### src/rtl/decode_sequencer.sv
// Byte-stream decoder sequencer: reads each byte from a synchronous source memory,
// passes it through an external rotate-right shifter and writes the result back out.
module decode_sequencer #(
  parameter int ADDR_W = 8
) (
  input  logic              clk,
  input  logic              rst,
  input  logic              start,
  input  logic [ADDR_W-1:0] length,
  input  logic [2:0]        key,
  input  logic              rolling,
  output logic [ADDR_W-1:0] rd_addr,
  input  logic [7:0]        rd_data,
  output logic [7:0]        sh_in,
  output logic [3:0]        sh_rot,
  input  logic [7:0]        sh_out,
  output logic              wr_en,
  output logic [ADDR_W-1:0] wr_addr,
  output logic [7:0]        wr_data,
  output logic              busy,
  output logic              done,
  output logic [2:0]        dbg_state
);

  typedef enum logic [2:0] {
    S_IDLE  = 3'd0,
    S_READ  = 3'd1,
    S_SHIFT = 3'd2,
    S_WRITE = 3'd3,
    S_DONE  = 3'd4
  } state_t;

  state_t            state_q, state_d;
  logic [ADDR_W-1:0] idx_q, idx_d;
  logic [7:0]        data_q, data_d;
  logic [ADDR_W-1:0] len_q, len_d;
  logic [2:0]        key_q, key_d;
  logic              roll_q, roll_d;
  logic [ADDR_W-1:0] rd_addr_q, rd_addr_d;
  logic [ADDR_W:0]   idx_nxt;
  logic [2:0]        rot;

  // One extra bit so the last-byte test cannot wrap at the maximum length.
  assign idx_nxt = {1'b0, idx_q} + (ADDR_W+1)'(1);

  always_ff @(posedge clk or posedge rst) begin
    if (rst) begin
      state_q   <= S_IDLE;
      idx_q     <= '0;
      data_q    <= '0;
      len_q     <= '0;
      key_q     <= '0;
      roll_q    <= 1'b0;
      rd_addr_q <= '0;
    end else begin
      state_q   <= state_d;
      idx_q     <= idx_d;
      data_q    <= data_d;
      len_q     <= len_d;
      key_q     <= key_d;
      roll_q    <= roll_d;
      rd_addr_q <= rd_addr_d;
    end
  end

  always_comb begin
    state_d   = state_q;
    idx_d     = idx_q;
    data_d    = data_q;
    len_d     = len_q;
    key_d     = key_q;
    roll_d    = roll_q;
    rd_addr_d = rd_addr_q;
    case (state_q)
      S_IDLE: begin
        if (start) begin
          len_d   = length;
          key_d   = key;
          roll_d  = rolling;
          idx_d   = '0;
          state_d = (length != '0) ? S_READ : S_DONE;
        end
      end
      S_READ: begin
        rd_addr_d = idx_q;
        state_d   = S_SHIFT;
      end
      S_SHIFT: begin
        data_d  = rd_data;
        state_d = S_WRITE;
      end
      S_WRITE: begin
        idx_d   = idx_nxt[ADDR_W-1:0];
        state_d = (idx_nxt < {1'b0, len_q}) ? S_READ : S_DONE;
      end
      S_DONE:  state_d = S_IDLE;
      default: state_d = S_IDLE;
    endcase
  end

  // Rolling mode adds the low index bits to the key; the 3-bit sum wraps 7 -> 0.
  assign rot       = roll_q ? (key_q + idx_q[2:0]) : key_q;
  assign sh_rot    = {1'b0, rot};
  assign sh_in     = data_q;
  assign rd_addr   = (state_q == S_READ) ? idx_q : rd_addr_q;
  assign wr_en     = (state_q == S_WRITE);
  assign wr_addr   = idx_q;
  assign wr_data   = sh_out;
  assign busy      = (state_q != S_IDLE);
  assign done      = (state_q == S_DONE);
  assign dbg_state = state_q;

endmodule

### config.mk
export PLATFORM = sky130hd
export DESIGN_NAME = decode_sequencer
export DESIGN_NICKNAME = d
export VERILOG_FILES = /design/src/rtl/decode_sequencer.sv
export SDC_FILE = /design/constraint.sdc
export NUM_CORES = 1
export LEC_CHECK = 0
export CAP_MARGIN = 20
export CORE_ASPECT_RATIO = 0.9
export CORE_MARGIN = 8
export CORE_UTILIZATION = 35
export CTS_CLUSTER_DIAMETER = 80
export DETAILED_ROUTE_END_ITERATION = 10
export PLACE_DENSITY = 0.65
export SYNTH_ARGS = -nofsm -noshare
export SYNTH_HDL_FRONTEND = slang
export SYNTH_SLANG_ARGS = --single-unit
export TNS_END_PERCENT = 30
### constraint.sdc
create_clock -name clk -period 2.45 [get_ports clk]
set_input_delay 0.49 -clock clk [delete_from_list [all_inputs] [get_ports clk]]
set_output_delay 0.49 -clock clk [all_outputs]
set_load 0.01 [all_outputs]
==> run metrics, run 1 <==
status=completed; top post-synthesis cells by area=dfrtp_1 49%, mux2_2 12%, ha_1 5.6%; Crit Path Max Fanout=8; Area Overhead vs Synth=36.4%; GRT Overall Usage=a little under an eighth; core area=~5600 um^2; ys flop type=dfrtp_1; clock insertion delay at the later pin of the skew report=between 0.2 and 0.3 ns; fin crit share=a little over nine tenths; 1st-pass router iterations=4; row cnt=26; most instantiated cells after synthesis=39 x dfrtp_1, 22 x mux2_2, 21 x nand2_1, 12 x buf_4, 12 x inv_1; CTS Buffer Depth=2; most frequent cell after synthesis=dfrtp_1; Layout Utilization=48.8%; vias per cell=4.79; Max Cap Viol=0; # nets final=approximately 280; DR vias=around 1,500; Final Critical Period=about 2.3 ns; post-synthesis sequential area ratio=just under 50%; Worst setup SP type=register; setup total negative slack=0 ns; DRC errors left=0; crit-path cells=buf_4 -> nand3b_1 -> inv_1 -> clkdlybuf4s50_1; routed len/inst=roughly 14 um; clk_skew=approximately 0.0075 ns; Initial Util=between 30% and 40%; grt total ovfl=0; chip height=just under 90 um; Ys Warns=0; post-route cell area=between 2000 and 3000 um^2; Final setup viols=0; Pwr Density=between 1000 and 1500 nW/um^2; I/O pins=73; hold crit path type=register to register; Antenna diodes=0; M1 WL=2080 um; Final Hold Viols=0; Slew Limit Fails=0; Root Buffer=clkbuf_8; Critical Path AT=roughly 1.8 ns; clock sink count=39; GPL Wtd Cong=roughly 0.7; die area=~8400 um^2; Async SR Flop Fraction=100%; ratio of cells with drive above 1 in the final layout=about a fifth; CTS tree=yes; Leak=approximately 1.3 nW; DP HPWL=between 3000 and 4000 um; post-synth top area cell=dfrtp_1; Post-Synthesis Net Count=approximately 220; Post-synth EDFFs=0; routed wire length=between 4000 and 5000 um; Post-Syn Instances=between 150 and 200; crit path kind=register to primary output; Worst-path clk slew=0.08 ns; CTS buffer count=5; IO buf count=55; DR WL met3=approximately 400 um; starting DRC count in detailed routing=63; Max stage delay on crit path=around 0.55 ns; Final Power=between 3 and 4 mW; FMAX=~430 MHz; die width=about 96 um; Highest Signal Layer=met4; Yosys reg bits=39; largest net degree at the start of global routing=40; vias in the first global route=about 1,500; Mapped Area=2010 um^2; Crit. End Element=primary output; dpl cell area=roughly 2600 um^2; Buf+Inv Stages, Crit Path=3; post-synth cell types=35; Syn Area/Cell=11.1 um^2; initial antenna violation count=0; RSZ-0062 raised after global routing=yes; largest delay contributor family on the critical path=buffers and inverters; antenna viol nets, final=0; Max VDD drop=approximately 0.57 mV; Slowest cell on crit path=clkdlybuf4s50_1; Synth top area share=approximately 49%; metal2 WL=about 2000 um; worst path required time=1.96 ns; Max H-tree Level=2; first-pass GRT wire length=between 7000 and 8000 um
cells by family after synthesis:
kind of cell    Yosys count  synth area share, %
fa+ha+maj                10                 6.59
xor+xnor                  8                 3.48
mux                      23                 12.8
compound gates           28                 8.71
simple gates             44                 11.8
buf+inv                  29                 7.96
other cells               1                0.186
flops                    39                 48.5
report_power, final:
part	internal (mW)	switching, mW	leakage [nW]	total (mW)
sequential	0.924	0.167	0.491	1.09
combinational	1.05	0.863	0.795	1.91
clock	0.200	0.224	0.0422	0.424
total	2.17	1.25	1.33	3.43
sequential cells by signal, summed over array words and instances (netlist names):
register	flops
roll_q	1
dbg_state	3
len_q	8
sh_in	8
wr_addr	8
key_q	3
rd_addr_q	8
per-stage QoR:
step	std cells	hold slack [ns]	worst slack, ns
CTS	309	0.502	0.0124
floorplan	182	0.475	0.244
finish	311	0.496	0.116
global route	311	0.522	-0.000797
detailed placement	301	0.485	0.145
global placement	301	0.479	0.158
cells in the final DEF (no fill, tap or decap), types with 3 or more instances in the layout:
master / count
a21oi_1: 5
buf_4: 11
clkbuf_8: 5
clkdlybuf4s50_1: 45
dfrtp_1: 39
dlymetal6s2s_1: 8
ha_1: 9
inv_1: 12
mux2_2: 22
nand2_1: 21
nand3_1: 3
nand4_1: 3
nor2_1: 4
o21ai_0: 10
o2bb2ai_1: 3
xnor2_1: 6
worst reg2reg max path: stages, from the launching register on:
cell and delay [ns]:
dfrtp_1 0.35, buf_4 0.15, ha_1 0.18, nand3_1 0.10, nor2_1 0.15, xor2_1 0.21, ha_1 0.27, a21o_1 0.19
a21oi_1 0.14, o21ai_1 0.10, o31a_1 0.27
layer usage:
metal	vias to the layer above	GRT usage [%]
li1	727	-
met1	713	14.4
met2	42	16.1
met3	9	5.66
met4	0	4.74
met5	-	0
what timing repair did:
item / 4_1_cts / 5_1_grt
resized for setup: 2 / 12
setup buffers: 0 / 2
setup endpoints to repair: 2 / 12
hold buffers: 0 / 0
worst paths after layout:
check | start | depth (start not counted) | to | slack, ns
hold / removal | rd_addr_q[7] | 1 | rd_addr_q[7] | 0.50
min in group asynchronous | rst | 3 | rd_addr_q[3] | 0.61
max in group asynchronous | rst | 3 | len_q[6] | 1.50
setup / recovery | dbg_state[2] | 4 | wr_en | 0.12
hold reg to reg | rd_addr_q[7] | 1 | rd_addr_q[7] | 0.50
setup reg to reg | wr_addr[0] | 10 | dbg_state[2] | 0.24
final cells by class:
cell class / count / area [um^2]
Fill cell: 540 / 2880
Sequential cell: 39 / 976
Multi-Input combinational cell: 114 / 876
Timing Repair Buffer: 68 / 678
Tap cell: 70 / 87.6
Clock buffer: 7 / 76.3
Inverter: 12 / 45.0
Clock inverter: 1 / 5.00
(Power assumes the default switching activity.)
==> run 2, diff against run 1 <==
--- a/config.mk
+++ b/config.mk
@@ -9,6 +9,7 @@
 export CORE_ASPECT_RATIO = 0.9
 export CORE_MARGIN = 8
 export CORE_UTILIZATION = 35
+export CTS_BUF_LIST = sky130_fd_sc_hd__clkbuf_8
 export CTS_CLUSTER_DIAMETER = 80
 export DETAILED_ROUTE_END_ITERATION = 10
 export PLACE_DENSITY = 0.65
==> run 2 against run 1 <==
- sequential share of layout area unchanged
- first-iteration DRC count unchanged
- critical path depth unchanged
- maximum frequency about the same
- worst setup slack about the same
- sequential power about the same
- largest power group unchanged
- non-clock buffer count unchanged
- register-to-register slack about the same
- critical endpoint unchanged
==> run metrics, run 2 (same netlist as run 1, synthesis figures left out) <==
status=completed; clock insertion delay at the later pin of the skew report=approximately 0.29 ns; Final Critical Period=2.33 ns; Max H-tree Level=2; Critical Path AT=1.84 ns; Root Buffer=clkbuf_8; Crit. End Element=primary output; CTS buffer count=5; crit path kind=register to primary output; Final setup viols=0; Slowest cell on crit path=clkdlybuf4s50_1; DP HPWL=3310 um; # nets final=between 200 and 300; vias per cell=between 4 and 5; row cnt=26; Final Power=about 3.4 mW; Max stage delay on crit path=0.55 ns; Pwr Density=roughly 1200 nW/um^2; I/O pins=73; antenna viol nets, final=0; Worst-path clk slew=about 0.080 ns; IO buf count=55; cell internal pwr=roughly 2.2 mW; Area Overhead vs Synth=36.4%; most common cell after layout, fill and taps aside=clkdlybuf4s50_1; 1st-pass router iterations=4; vias in the first global route=approximately 1,500; hold slack final=0.496 ns; die area=about 8400 um^2; CTS Buffer Depth=2; Antenna diodes=0; ratio of cells with drive above 1 in the final layout=19.5%; RSZ-0062 raised after global routing=yes; clock sink count=39; starting DRC count in detailed routing=63; FMAX=428 MHz; routed wire length=between 4000 and 5000 um; setup total negative slack=0 ns; grt total ovfl=0; first-pass GRT wire length=approximately 7300 um; Worst setup SP type=register; commonest non-fill, non-tap cells in the layout=45 x clkdlybuf4s50_1, 39 x dfrtp_1, 22 x mux2_2; clk_skew=around 0.0079 ns; initial antenna violation count=0; Max Cap Viol=0; Psw=roughly 1.3 mW; CTS tree=yes; fin crit share=95.3%; Flop pwr share=between 30% and 40%; worst path required time=around 2 ns; Crit Path Max Fanout=8; GPL Wtd Cong=approximately 0.71; crit-path cells=buf_4 -> nand3b_1 -> inv_1 -> clkdlybuf4s50_1; clock power share=between 10% and 20%; hold crit path type=register to register; die width=approximately 96 um; Final Hold Viols=0; core area=5630 um^2; routed len/inst=roughly 14 um; chip height=slightly below 90 um; Slew Limit Fails=0; Sw Ratio=a little under two fifths; DR vias=about 1,500; DRC errors left=0; GRT Overall Usage=a little under an eighth; Leak=approximately 1.3 nW; Initial Util=35.7%; largest net degree at the start of global routing=40; combinational share of power=between 50% and 60%; Max VDD drop=between 0.5 and 0.6 mV
[run 2: cell count changes in the layout (fill, tap and decap cells not counted), sizes merged]
| cell | change |
|---|---|
| clkbuf | -2 |
| inv | +2 |
[run 2: critical path: cells and delay by family (launching register included)]
family,cells,cell delay [ns]
flip-flops,1,0.39
buffers and inverters,3,0.87
AND/OR/NAND/NOR,1,0.29
[run 2: layer usage]
metal / routed length [um] / part of all wire (%) / track usage [%]
met1: 2080 / 46 / 14.4
met2: 1960 / 43 / 16.1
met3: 402 / 8.9 / 5.66
met4: 67 / 1.5 / 4.74
met5: 0 / 0 / 0
[run 2: layout make-up]
cell class	instances	area [um^2]
clock buffers	5	68.8
fillers	540	2880
well taps	70	87.6
clock inverters	3	12.5
multi-input cells	114	876
flip-flops and latches	39	976
inverters	12	45.0
repair buffers	68	678
[run 2: power groups by stage]
stage               logic, mW  registers [mW]  clock network (mW)
floorplan                1.06            1.14                   0
global placement         1.93            1.10                   0
detailed placement       1.95            1.11                   0
CTS                      1.94            1.10               0.434
global route             2.13            1.14               0.465
finish                   1.91            1.09               0.416
[run 2: final timing paths]
kind	slack [ns]	endpoint	cells past startpoint	start
setup / recovery	0.12	wr_en	4	dbg_state[2]
hold / removal	0.50	rd_addr_q[7]	1	rd_addr_q[7]
setup reg to reg	0.24	dbg_state[2]	10	wr_addr[0]
hold reg to reg	0.50	rd_addr_q[7]	1	rd_addr_q[7]
max in group asynchronous	1.50	len_q[6]	3	rst
min in group asynchronous	0.61	rd_addr_q[5]	3	rst
[run 2: through the flow]
step	util (%)	cells	setup WS, ns	instance area, um^2
floorplan	-	182	0.244	2010
global placement	46.7	301	0.158	2630
detailed placement	46.7	301	0.145	2630
CTS	48.1	309	0.0118	2710
global route	48.8	311	-0.000663	2740
finish	48.8	311	0.116	2740
[run 2: what timing repair did]
| action | in CTS | in global routing |
|---|---|---|
| pin swaps | 0 | 0 |
| resized for setup | 2 | 12 |
| hold buffers | 0 | 0 |
| buffers inserted | 0 | 2 |
| setup endpoints to repair | 2 | 12 |
==> run 3, diff against run 2 <==
--- a/config.mk
+++ b/config.mk
@@ -12,7 +12,7 @@
 export CTS_BUF_LIST = sky130_fd_sc_hd__clkbuf_8
 export CTS_CLUSTER_DIAMETER = 80
 export DETAILED_ROUTE_END_ITERATION = 10
-export PLACE_DENSITY = 0.65
+export DONT_BUFFER_PORTS = 1
 export SYNTH_ARGS = -nofsm -noshare
 export SYNTH_HDL_FRONTEND = slang
 export SYNTH_SLANG_ARGS = --single-unit
==> run 3 against run 2 <==
- critical path type unchanged
- maximum frequency rose by 0.73%
- non-clock buffer count down 56
- wire length decreased by 1.5%
==> run metrics, run 3 (same netlist as run 1, synthesis figures left out) <==
Flop pwr share=between 40% and 50%; Leak=between 1 and 1.5 nW; hold crit path type=input port to asynchronous set/reset pin; Initial Util=35.7%; CTS tree=yes; Max Cap Viol=0; Pwr Density=around 1400 nW/um^2; # nets final=225; Crit. End Element=primary output; Crit Path Max Fanout=6; cell internal pwr=between 1.5 and 2 mW; Critical Path Start=wr_addr[0]; routed len/inst=17.4 um; Slew HR=approximately two thirds; R2R depth=10; DR vias=1,292; starting DRC count in detailed routing=43; clock insertion delay at the later pin of the skew report=0.29 ns; ratio of cells with drive above 1 in the final layout=25.4%; Slew @ Worst Pin=0.510 ns; Max VDD drop=about 0.47 mV; Critical Path AT=approximately 1.8 ns; vias in the first global route=around 1,300; largest net degree at the start of global routing=40; Antenna diodes=0; die width=approximately 96 um; clk_skew=0.00656 ns; core area=5630 um^2; fin crit share=between 90% and 100%; GRT Overall Usage=~11%; Max H-tree Level=2; Final Critical Period=2.32 ns; Sw Ratio=between 30 and 40%; Worst setup SP type=register; grt total ovfl=0; row cnt=26; Worst-path clk slew=0.08 ns; die area=8430 um^2; Final Hold Viols=0; clock power share=between 10% and 20%; 1st-pass router iterations=4; Final Power=~3 mW; Psw=between 1 and 1.5 mW; CTS buffer count=5; clock sink count=39; Crit Reg-Reg Startpoint=wr_addr[0]; Area Overhead vs Synth=8.64%; R2R Path End=dbg_state[2]; antenna viol nets, final=0; DRC errors left=0; CTS Buffer Depth=2; routed wire length=between 4000 and 5000 um; status=completed; Final setup viols=0; R2R setup slack=roughly 0.23 ns; most common cell after layout, fill and taps aside=dfrtp_1; initial antenna violation count=0; Hold Buf Count CTS=0; GPL Wtd Cong=roughly 0.72; Slew Limit Fails=0; crit path kind=register to primary output; Worst setup endpoint=sh_rot[2]; RSZ-0062 raised after global routing=no; FMAX=about 430 MHz; IO buf count=0; first-pass GRT wire length=between 7000 and 8000 um; worst path required time=between 1.5 and 2 ns; Root Buffer=clkbuf_8; setup total negative slack=0 ns; chip height=between 80 and 90 um; I/O pins=73; vias per cell=just over 5; DP HPWL=around 3400 um; commonest non-fill, non-tap cells in the layout=39 x dfrtp_1, 22 x mux2_2, 21 x nand2_1; combinational share of power=between 40% and 50%
==> run 3: cell count changes in the layout (fill, tap and decap cells not counted) <==
cell | before | now
o21ai_1 | 2 | 1
o21ai_0 | 10 | 11
clkdlybuf4s50_1 | 45 | 0
xnor2_1 | 6 | 5
dlymetal6s2s_1 | 8 | 0
inv_1 | 14 | 13
xnor2_2 | 0 | 1
clkbuf_2 | 1 | 0
clkinv_2 | 1 | 0
buf_12 | 1 | 0
dlygate4sd2_1 | 1 | 0
clkbuf_8 | 5 | 7
==> run 3: worst max-delay path, stage by stage (launching register included) <==
cell,delay [ns]
dfrtp_1,0.37
buf_6,0.14
ha_1,0.14
inv_1,0.05
fa_1,0.38
xnor2_1,0.14
nand2_1,0.10
xnor2_2,0.22
==> run 3: power groups by stage <==
| stage | Clock [mW] | Combinational (mW) | Sequential (mW) |
|---|---|---|---|
| final | 0.471 | 1.32 | 1.20 |
| after global routing | 0.515 | 1.49 | 1.25 |
| after CTS | 0.487 | 1.32 | 1.21 |
| after detailed placement | 0 | 1.32 | 1.23 |
| after global placement | 0 | 1.29 | 1.22 |
| after floorplan | 0 | 1.06 | 1.14 |
==> run 3: worst min-delay path by stage <==
stage,startpoint,depth (start not counted),end
after floorplan,len_q[0],1,len_q[0]
after global placement,len_q[0],1,len_q[0]
after detailed placement,len_q[0],1,len_q[0]
after CTS,rst,2,wr_addr[6]
after global routing,rst,2,sh_in[0]
final,rst,2,rd_addr_q[7]
==> run 3: cell type report <==
type	count	area, um^2
Fill cell	583	3440
Sequential cell	39	976
Clock buffer	7	96.3
Timing Repair Buffer	12	93.8
Clock inverter	1	3.75
Tap cell	70	87.6
Multi-Input combinational cell	114	883
Inverter	12	45.0
==> run 3: layer usage <==
layer,part of all wire [%],up-vias,track usage (%)
li1,-,618,-
met1,43,638,14.4
met2,46,32,15.3
met3,9.5,4,5.66
met4,0.59,0,2.93
met5,0,-,0
==> run 3: timing repair <==
action	CTS	global route
resized for setup	0	2
endpoints found under the setup margin	0	1
buffers inserted	0	1
==> run 3: stage by stage <==
stage | hold WS, ns | setup WS [ns] | util, % | area [um^2] | std cells
2_1_floorplan | 0.475 | 0.244 | - | 2010 | 182
3_3_place_gp | 0.513 | 0.362 | 36.7 | 2070 | 246
3_5_place_dp | 0.508 | 0.325 | 36.7 | 2070 | 246
4_1_cts | 0.226 | 0.00591 | 38.5 | 2170 | 254
5_1_grt | 0.251 | 0.000304 | 38.8 | 2190 | 255
6_report | 0.207 | 0.133 | 38.8 | 2190 | 255
